`src/rtl/and_gate_pkg.sv`:
```
// Shared constants for the and_gate cell: default operand width and high-cycle counter width.
package and_gate_pkg;

    localparam int unsigned DefaultWidth = 1;
    localparam int unsigned DefaultCntW  = 16;

endpackage

```
`src/rtl/and_gate_if.sv`:
```
// Operand/result bundle for and_gate; master drives operands, slave produces results.
interface and_gate_if
    import and_gate_pkg::*;
#(
    parameter int unsigned WIDTH = DefaultWidth,
    parameter int unsigned CNT_W = DefaultCntW
) ();

    logic [WIDTH-1:0] a;
    logic [WIDTH-1:0] b;
    logic [WIDTH-1:0] c;
    logic [WIDTH-1:0] c_q;
    logic [WIDTH-1:0] c_rise;
    logic [CNT_W-1:0] hi_cnt;

    modport master (
        output a,
        output b,
        input  c,
        input  c_q,
        input  c_rise,
        input  hi_cnt
    );

    modport slave (
        input  a,
        input  b,
        output c,
        output c_q,
        output c_rise,
        output hi_cnt
    );

endinterface

```
`src/rtl/and_gate_sat_counter.sv`:
```
// Saturating up-counter: increments on each enabled edge, holds at all-ones, async clear.
module and_gate_sat_counter #(
    parameter int unsigned CNT_W = 16
) (
    input  logic             clk,
    input  logic             rst_n,
    input  logic             en_i,
    output logic [CNT_W-1:0] cnt_o
);

    logic [CNT_W-1:0] cnt_q;
    logic [CNT_W-1:0] cnt_d;

    always_comb begin
        cnt_d = cnt_q;
        if (en_i && (cnt_q != '1)) begin
            cnt_d = cnt_q + CNT_W'(1);
        end
    end

    always_ff @(posedge clk or negedge rst_n) begin
        if (!rst_n) begin
            cnt_q <= '0;
        end else begin
            cnt_q <= cnt_d;
        end
    end

    assign cnt_o = cnt_q;

endmodule

```
`src/rtl/and_gate.sv`:
```
// Bitwise AND with a clocked observation side: registered result, rising strobe and a
// saturating count of cycles where bit 0 of the result is high.
module and_gate
    import and_gate_pkg::*;
#(
    parameter int unsigned WIDTH = DefaultWidth,
    parameter int unsigned CNT_W = DefaultCntW
) (
    input  logic     clk,
    input  logic     rst_n,
    and_gate_if.slave bus
);

    logic [WIDTH-1:0] c;
    logic [WIDTH-1:0] c_q;
    logic [WIDTH-1:0] c_d;
    logic [CNT_W-1:0] hi_cnt;

    // Purely combinational path: must not depend on clk or rst_n.
    assign c   = bus.a & bus.b;
    assign c_d = c;

    always_ff @(posedge clk or negedge rst_n) begin
        if (!rst_n) begin
            c_q <= '0;
        end else begin
            c_q <= c_d;
        end
    end

    and_gate_sat_counter #(
        .CNT_W (CNT_W)
    ) u_hi_cnt (
        .clk   (clk),
        .rst_n (rst_n),
        .en_i  (c[0]),
        .cnt_o (hi_cnt)
    );

    assign bus.c      = c;
    assign bus.c_q    = c_q;
    assign bus.c_rise = c & ~c_q;
    assign bus.hi_cnt = hi_cnt;

endmodule

```
`src/flat_wrapper.sv`:
```
// flat-port wrapper written by rule: the top's interface ports become plain ports
module and_gate_flat import and_gate_pkg::*;
#(
    parameter int unsigned WIDTH = DefaultWidth,
    parameter int unsigned CNT_W = DefaultCntW
)
  (clk, rst_n, bus_a, bus_b, bus_c, bus_c_q, bus_c_rise, bus_hi_cnt);
  and_gate_if #(.WIDTH(WIDTH), .CNT_W(CNT_W)) bus_i ();
  input  logic clk;
  input  logic rst_n;
  input wire logic [$bits(bus_i.a)-1:0] bus_a;
  input wire logic [$bits(bus_i.b)-1:0] bus_b;
  output wire logic [$bits(bus_i.c)-1:0] bus_c;
  output wire logic [$bits(bus_i.c_q)-1:0] bus_c_q;
  output wire logic [$bits(bus_i.c_rise)-1:0] bus_c_rise;
  output wire logic [$bits(bus_i.hi_cnt)-1:0] bus_hi_cnt;
  assign bus_i.a = bus_a;
  assign bus_i.b = bus_b;
  assign bus_c = bus_i.c;
  assign bus_c_q = bus_i.c_q;
  assign bus_c_rise = bus_i.c_rise;
  assign bus_hi_cnt = bus_i.hi_cnt;
  and_gate #(.WIDTH(WIDTH), .CNT_W(CNT_W)) u_core (.clk(clk), .rst_n(rst_n), .bus(bus_i));
endmodule
```
`config.mk`:
```
export PLATFORM = sky130hd
export DESIGN_NAME = and_gate_flat
export DESIGN_NICKNAME = d
export VERILOG_FILES = /design/src/rtl/and_gate_pkg.sv /design/src/rtl/and_gate_if.sv /design/src/rtl/and_gate_sat_counter.sv /design/src/rtl/and_gate.sv /design/src/flat_wrapper.sv
export SDC_FILE = /design/constraint.sdc
export NUM_CORES = 1
export LEC_CHECK = 0
export BUFFER_PORTS_ARGS = -buffer_cell sky130_fd_sc_hd__buf_4
export CORE_UTILIZATION = 35
export DETAILED_ROUTE_END_ITERATION = 7
export GPL_TIMING_DRIVEN = 0
export REMOVE_ABC_BUFFERS = 1
export SYNTH_ARGS = -nofsm -noshare
export SYNTH_HDL_FRONTEND = slang
export SYNTH_SLANG_ARGS = --single-unit
export TNS_END_PERCENT = 100
```
`constraint.sdc`:
```
create_clock -name clk -period 2.4 [get_ports clk]
set_input_delay 0.36 -clock clk [delete_from_list [all_inputs] [get_ports clk]]
set_output_delay 0.36 -clock clk [all_outputs]
set_load 0.1 [all_outputs]
```
==> qor.yml, run 1 <==
p_leak_uw: 0.000505
path_cells: "nand4_1 -> or4_1 -> and2_4 -> mux2_4"
final_util_pct: 47.7
finalPower_uw: 1230
insertion_delay_ns: 0.29
dpl_worst_slack_ns: 0.415
root_buffer: "clkbuf_4"
core_area_um2: 2210
gp_congestion: 0.786
vias: 709
slowest_stage: "or4_1"
seqCellArea_um2: 425
yosys.area.top_type: "dfrtp_1"
drc_errors: 0
critPathCaptureType: "register"
rows: 17
synth_flop_cell: "dfrtp_1"
post_cts_buffers: 0
grt_usage_pct: 15.5
wl_per_cell_um: 13.3
multi_input_area_um2: 380
die_area_um2: 2560
synth_edf_count: 0
cts_tree: "yes"
ios: 23
synth-async-reset-ratio_pct: 100
ant_nets: 0
start_kind: "register"
start_util_pct: 37.3
post_drt_via_cell_ratio: 5.33
grt_pass1_vias: 655
crit_path_max_fanout: 7
cts.sinks: 17
layout_setup_ws_ns: 0.382
yosysSeqAreaShare_pct: 51.5
antenna_found_initial: 0
die_w_um: 50.6
clk_pin_slew_worst_paths_ns: 0.11
dr.pass1.iters: 4
layout_min_cycle_time_ns: 2.02
hold_path_class: "in2reg"
cts_buffers: 3
gr-total-overflow: 0
netlist_instances: 80
n_fill_cell: 228
htree_levels: 1
grt_first_pass_wirelength_um: 2940
synth-seq-cells: 17
synth_top_area_share_pct: 51.5
status: "finished, final reports clean"
critical_path_class: "reg2reg"
antenna_cells: 0
cts-resized-gates: 0
max_slew_margin_pct: 53.6
cts_max_path_buffers: 2
die_h_um: 50.6
most-common-layout-cells: "buf_4 (22), dfrtp_1 (17), nand2_1 (9)"
arrival_ns: 2.20
portBuffers: 22
grt_max_degree: 18
syn-cell-area_um2: 826
setup_viol: 0
finalInstanceArea_um2: 1050
required_ns: 2.58
slowest_delay_ns: 0.63
layout_commonest_cell: "buf_4"
ir_drop_mv: 0.888
worstMarginPinSlew_ns: 0.689
synth.distinct_cells: 27
maxCapViolCount: 0
power_density_nw_per_um2: 1170
yosys-top-cells-area: "dfrtp_1 (52%), xor2_1 (5.3%), nand2_1 (4.1%)"
synth_area_per_cell_um2: 10.3
fin_worst_skew_ns: 0.00835
yosysWarnings: 0
timing.final.crit_share_pct: 84.1
post_dp_cell_area_um2: 1020
rsz0062_at_grt: "false"
hpwl_um: 1250
area_delta_synth_final_pct: 27.7
nets: 111
slew_viol_final: 0
hold_viol: 0
detail_route.wirelength_um: 1770
drive_gt1_share_pct: 30.5
dr.first_iter.drc_count: 9
max_freq_ghz: 0.496
holdWs_ns: 0.427
## routing by layer
layer	vias to the layer above	routed length, µm	GRT usage, %
li1	340	-	-
met1	349	881	20.0
met2	18	801	23.6
met3	2	75	4.24
met4	0	9	7.87
met5	-	0	0
## cells by family (layout without fill, tap and decap cells)
logic type               count (synthesis)  in the layout  share of synthesized area [%]
AND/OR/NAND/NOR                         38             38                           25.6
flip-flops                              17             17                           51.5
AO/OA/AOI/OAI                            8              8                           5.91
XOR/XNOR                                 8              8                           8.49
buffers and inverters                    5             30                           2.42
multiplexers                             3              3                           4.54
adder cells (fa/ha/maj)                  1              1                           1.51
## cells in the mapped netlist (2+ instances only)
library cell and n:
xnor2_1 3, dfrtp_1 17, nor4_1 5, nor3_1 4, inv_1 3, nand2_1 9, nor2_1 3, xor2_1 5
nand4_1 4, a21oi_1 5, nand3_1 5, mux2_2 2
## timing repair
item                       4_1_cts  5_1_grt
setup endpoints to repair        0        0
hold buffers                     1        0
hold endpoints to repair        17        0
## power by group
| group | leakage (µW) | internal, µW | switching (µW) |
|---|---|---|---|
| clock network | 0.0000177 | 61.8 | 92.3 |
| registers | 0.000221 | 343 | 69.1 |
| logic | 0.000266 | 138 | 529 |
| total | 0.000505 | 543 | 690 |
## area by class of cell
class / count / area share (%)
clock buffers: 3 / 2.14
inverters: 3 / 1.07
flip-flops and latches: 17 / 40.3
multi-input cells: 58 / 36.1
clock inverters: 1 / 0.474
repair buffers: 23 / 16.6
well taps: 28 / 3.32
## worst paths after layout
kind	from	end	slack, ns	depth (start not counted)
max	u_core.u_hi_cnt.cnt_o[4]$_DFFE_PN0P_	u_core.u_hi_cnt.cnt_o[1]$_DFFE_PN0P_	0.38	4
min	bus_b	u_core.bus.c_q$_DFF_PN0_	0.43	3
max reg2reg	u_core.u_hi_cnt.cnt_o[4]$_DFFE_PN0P_	u_core.u_hi_cnt.cnt_o[1]$_DFFE_PN0P_	0.38	4
min reg2reg	u_core.u_hi_cnt.cnt_o[14]$_DFFE_PN0P_	u_core.u_hi_cnt.cnt_o[14]$_DFFE_PN0P_	0.53	1
max in group asynchronous	rst_n	u_core.u_hi_cnt.cnt_o[2]$_DFFE_PN0P_	1.75	2
min in group asynchronous	rst_n	u_core.u_hi_cnt.cnt_o[13]$_DFFE_PN0P_	0.45	2
## registers in the layout, summed over array words and instances, names as in the netlist
register	count
u_core.bus.c_q	1
u_core.u_hi_cnt.cnt_o	16
## per-stage QoR
stage          TNS, ns  cells
2_1_floorplan   -0.245     78
3_3_place_gp         0    128
3_5_place_dp         0    128
4_1_cts              0    133
5_1_grt              0    133
6_report             0    133
## worst max-delay path: cells and delay by family, from the launching register on
kind | cells | cell delay [ns]
DFF | 1 | 0.45
muxes | 1 | 0.28
and+or+nand+nor | 3 | 1.16
Note: power is estimated with default switching activity, not from simulation.
==> inputs of run 2 (changes only) <==
==> constraint.sdc (replaced) <==
create_clock -name clk -period 2 [get_ports clk]
set_input_delay 0.3 -clock clk [delete_from_list [all_inputs] [get_ports clk]]
set_output_delay 0.3 -clock clk [all_outputs]
set_load 0.1 [all_outputs]
==> run 2 against run 1 <==
Core utilization increased by 1.4 points. Clock skew down 0.00088 ns. Final cell count rose by 1.5%. Cell area increased by 2.8%. Count of clock-buffer cells in the layout is the same. Power up 21%. Largest power group unchanged. Highest routed layer unchanged.
==> qor.yml, run 2 (synthesis gave the netlist of run 1 again) <==
status: "finished, final reports clean"
layout_min_cycle_time_ns: 1.87
drc_errors: 0
vias: 725
start_kind: "register"
multi_input_area_um2: 395
seqCellArea_um2: 425
die_area_um2: 2560
htree_levels: 1
layout_commonest_cell: "buf_4"
critical_path_class: "reg2reg"
critPathCaptureType: "register"
gp_congestion: 0.786
n_fill_cell: 224
p_leak_uw: 0.000516
rsz0062_at_grt: "false"
clk_pin_slew_worst_paths_ns: 0.11
max_slew_margin_pct: 69.6
root_buffer: "clkbuf_4"
ir_drop_mv: 1.07
grt_usage_pct: 15.4
grt_first_pass_wirelength_um: 2930
detail_route.wirelength_um: 1770
maxCapViolCount: 0
slowest_delay_ns: 0.61
slew_viol_final: 0
hold_path_class: "in2async"
cp-startpoint: "u_core.u_hi_cnt.cnt_o[7]$_DFFE_PN0P_"
cts_tree: "yes"
hpwl_um: 1250
portBuffers: 22
reg2reg_from: "u_core.u_hi_cnt.cnt_o[7]$_DFFE_PN0P_"
grt_max_degree: 18
most-common-layout-cells: "buf_4 (24), dfrtp_1 (17), nand2_1 (9)"
drive_gt1_share_pct: 34.6
grt_pass1_vias: 651
r2r_cells: 4
ios: 23
largest_reg_flops: 16
wl_per_cell_um: 13.1
max_freq_ghz: 0.533
rows: 17
hold_viol: 0
final_util_pct: 49.0
required_ns: 2.18
path_cells: "nand4_1 -> or4_4 -> and2_4 -> mux2_4"
power_density_nw_per_um2: 1370
start_util_pct: 37.3
slowest_stage: "or4_4"
timing.final.crit_share_pct: 93.7
finalPower_uw: 1490
core_area_um2: 2210
dr.pass1.iters: 4
dr.first_iter.drc_count: 12
antenna_found_initial: 0
setup_viol: 0
post_drt_via_cell_ratio: 5.37
arrival_ns: 2.05
cts_max_path_buffers: 2
die_h_um: 50.6
nets: 113
die_w_um: 50.6
cts_buffers: 3
worstMarginPinSlew_ns: 0.453
ant_nets: 0
antenna_cells: 0
cts.sinks: 17
crit_path_max_fanout: 7
insertion_delay_ns: 0.29
fin_worst_skew_ns: 0.00748
gr-total-overflow: 0
area_delta_synth_final_pct: 31.4
holdWs_ns: 0.390
[run 2: cell type report]
class / instances / share of cell area (%)
Sequential cell: 17 / 39.2
Multi-Input combinational cell: 58 / 36.4
Timing Repair Buffer: 25 / 17.5
Tap cell: 28 / 3.23
Clock buffer: 3 / 2.08
Inverter: 3 / 1.04
Clock inverter: 1 / 0.461
[run 2: path summary, 6_finish.rpt]
check | endpoint | slack, ns
hold / removal | u_core.u_hi_cnt.cnt_o[13]$_DFFE_PN0P_ | 0.39
max in group asynchronous | u_core.u_hi_cnt.cnt_o[5]$_DFFE_PN0P_ | 1.40
setup reg to reg | u_core.u_hi_cnt.cnt_o[1]$_DFFE_PN0P_ | 0.13
min in group clk | u_core.bus.c_q$_DFF_PN0_ | 0.39
hold reg to reg | u_core.u_hi_cnt.cnt_o[14]$_DFFE_PN0P_ | 0.53
setup / recovery | u_core.u_hi_cnt.cnt_o[1]$_DFFE_PN0P_ | 0.13
[run 2: timing repair]
action / 4_1_cts / 5_1_grt
hold buffers: 1 / 0
resized for setup: 1 / 2
endpoints found under the setup margin: 1 / 4
hold endpoints to repair: 17 / 0
pin swaps: 0 / 1
buffers inserted: 0 / 2
[run 2: routing by layer]
layer / part of all wire (%) / vias to the layer above / global-route usage, %
li1: - / 344 / -
met2: 46 / 13 / 23.6
met4: 0.51 / 0 / 7.87
met5: 0 / - / 0
met1: 50 / 366 / 19.8
met3: 3.4 / 2 / 4.24
[run 2: stage by stage]
stage / TNS, ns / setup WS (ns) / cells / cell area, µm²
after floorplan: -4.83 / -0.542 / 78 / 817
after global placement: 0 / 0.0419 / 128 / 1020
after detailed placement: 0 / 0.0146 / 128 / 1020
after CTS: 0 / 0.0916 / 133 / 1060
after global routing: 0 / 0.0410 / 135 / 1080
final: 0 / 0.125 / 135 / 1080
[run 2: power breakdown]
part | total [µW] | switching [µW] | internal (µW)
clock network | 184 | 110 | 74.2
logic | 808 | 639 | 168
registers | 496 | 84.5 | 411
total | 1490 | 833 | 654
[run 2: critical path: cells and delay by family, from the launching register on]
family,cells,cell delay [ns]
and+or+nand+nor,3,1.01
DFF,1,0.48
muxes,1,0.28
==> inputs of run 3 (changes only) <==
--- a/config.mk
+++ b/config.mk
@@ -6,9 +6,10 @@
 export NUM_CORES = 1
 export LEC_CHECK = 0
 export BUFFER_PORTS_ARGS = -buffer_cell sky130_fd_sc_hd__buf_4
-export CORE_UTILIZATION = 35
+export CORE_UTILIZATION = 49
 export DETAILED_ROUTE_END_ITERATION = 7
 export GPL_TIMING_DRIVEN = 0
+export PLACE_DENSITY = 0.76
 export REMOVE_ABC_BUFFERS = 1
 export SYNTH_ARGS = -nofsm -noshare
 export SYNTH_HDL_FRONTEND = slang
==> run 3 against run 2 <==
Wire length is 1.7% higher. Clock skew is 0.0016 ns lower. First-iteration DRC count grew 50%. Maximum frequency fell by 3.4%.
==> qor.yml, run 3 (synthesis gave the netlist of run 1 again) <==
die_w_um: 43.1
hold_viol: 0
cts_tree: "yes"
drive_gt1_share_pct: 32.4
antenna_found_initial: 0
drc_errors: 0
start_util_pct: 53.6
ios: 23
maxCapViolCount: 0
post_drt_via_cell_ratio: 5.89
setup_viol: 0
power_density_nw_per_um2: 1420
post_cts_buffers: 0
grt_max_degree: 18
core_area_um2: 1540
layout_setup_ws_ns: 0.0599
htree_levels: 1
finalInstanceArea_um2: 1050
insertion_delay_ns: 0.29
r2r_cells: 4
clk_pin_slew_worst_paths_ns: 0.10
seqCellArea_um2: 425
die_h_um: 43.1
start_kind: "register"
worstMarginPinSlew_ns: 0.479
layout_min_cycle_time_ns: 1.94
area_delta_synth_final_pct: 27.6
rows: 14
setup_tns_ns: 0
cts_buffers: 3
slew_viol_final: 0
max_slew_margin_pct: 67.8
gp_congestion: 0.790
fin_worst_skew_ns: 0.00590
grt_first_pass_wirelength_um: 2910
timing.final.crit_share_pct: 97.0
hold_path_class: "in2reg"
status: "finished, final reports clean"
ant_nets: 0
required_ns: 2.19
max_freq_ghz: 0.515
detail_route.wirelength_um: 1810
grt_usage_pct: 21.7
grt_pass1_vias: 639
root_buffer: "clkbuf_4"
hpwl_um: 1280
cts.sinks: 17
hold_path_depth: 3
final_util_pct: 68.3
nets: 111
gr-total-overflow: 0
portBuffers: 22
antenna_cells: 0
cts_max_path_buffers: 2
n_fill_cell: 134
arrival_ns: 2.13
layout_commonest_cell: "buf_4"
most-common-layout-cells: "buf_4 (22), dfrtp_1 (17), nand2_1 (9)"
post_dp_cell_area_um2: 1000
dr.pass1.iters: 4
largest_reg_flops: 16
p_leak_uw: 0.000505
vias: 713
ir_drop_mv: 0.916
finalPower_uw: 1490
critical_path_class: "reg2reg"
wl_per_cell_um: 14.9
dpl_worst_slack_ns: 0.0437
die_area_um2: 1850
multi_input_area_um2: 395
critPathCaptureType: "register"
crit_path_max_fanout: 7
dr.first_iter.drc_count: 18
## run 3: where the power goes
part           switching (µW)  internal, µW
Sequential               86.5           411
Combinational             642           168
Clock                     106          77.5
Total                     835           657
## run 3: timing repair
item | in CTS | in global routing
endpoints found under the hold margin | 17 | 0
gates resized for setup | 0 | 3
endpoints found under the setup margin | 0 | 5
hold buffers | 1 | 0
## run 3: layer usage
metal,part of all wire [%],up-vias,track usage [%]
met2,50,21,33.3
met4,1.8,0,10.9
met3,4.2,4,3.83
li1,-,337,-
met5,0,-,0
met1,44,351,29.4
## run 3: through the flow
stage                     hold slack, ns  std cells
after floorplan                  0.00441         78
after global placement             0.175        116
after detailed placement           0.176        116
after CTS                          0.351        121
after global routing               0.400        121
final                              0.369        121
## run 3: layout make-up
type / count / share of cell area (%)
inverter: 3 / 1.07
multi-input combinational: 58 / 37.5
clock buffer: 4 / 2.49
timing repair buffer: 23 / 16.6
sequential: 17 / 40.4
tap: 16 / 1.90
## run 3: final timing paths
check                                                      startpoint                               endpoint  slack [ns]
max in group asynchronous                                       rst_n   u_core.u_hi_cnt.cnt_o[9]$_DFFE_PN0P_        1.41
worst max-delay path             u_core.u_hi_cnt.cnt_o[3]$_DFFE_PN0P_   u_core.u_hi_cnt.cnt_o[1]$_DFFE_PN0P_        0.06
worst min-delay path                                            bus_b               u_core.bus.c_q$_DFF_PN0_        0.37
worst max register to register   u_core.u_hi_cnt.cnt_o[3]$_DFFE_PN0P_   u_core.u_hi_cnt.cnt_o[1]$_DFFE_PN0P_        0.06
min in group asynchronous                                       rst_n  u_core.u_hi_cnt.cnt_o[15]$_DFFE_PN0P_        0.40
worst min register to register  u_core.u_hi_cnt.cnt_o[10]$_DFFE_PN0P_  u_core.u_hi_cnt.cnt_o[10]$_DFFE_PN0P_        0.53
## run 3: worst max-delay path, stage by stage (launching register included)
cell,delay [ns]
dfrtp_1,0.45
nand4_1,0.33
or4_4,0.57
and2_4,0.20
mux2_4,0.28
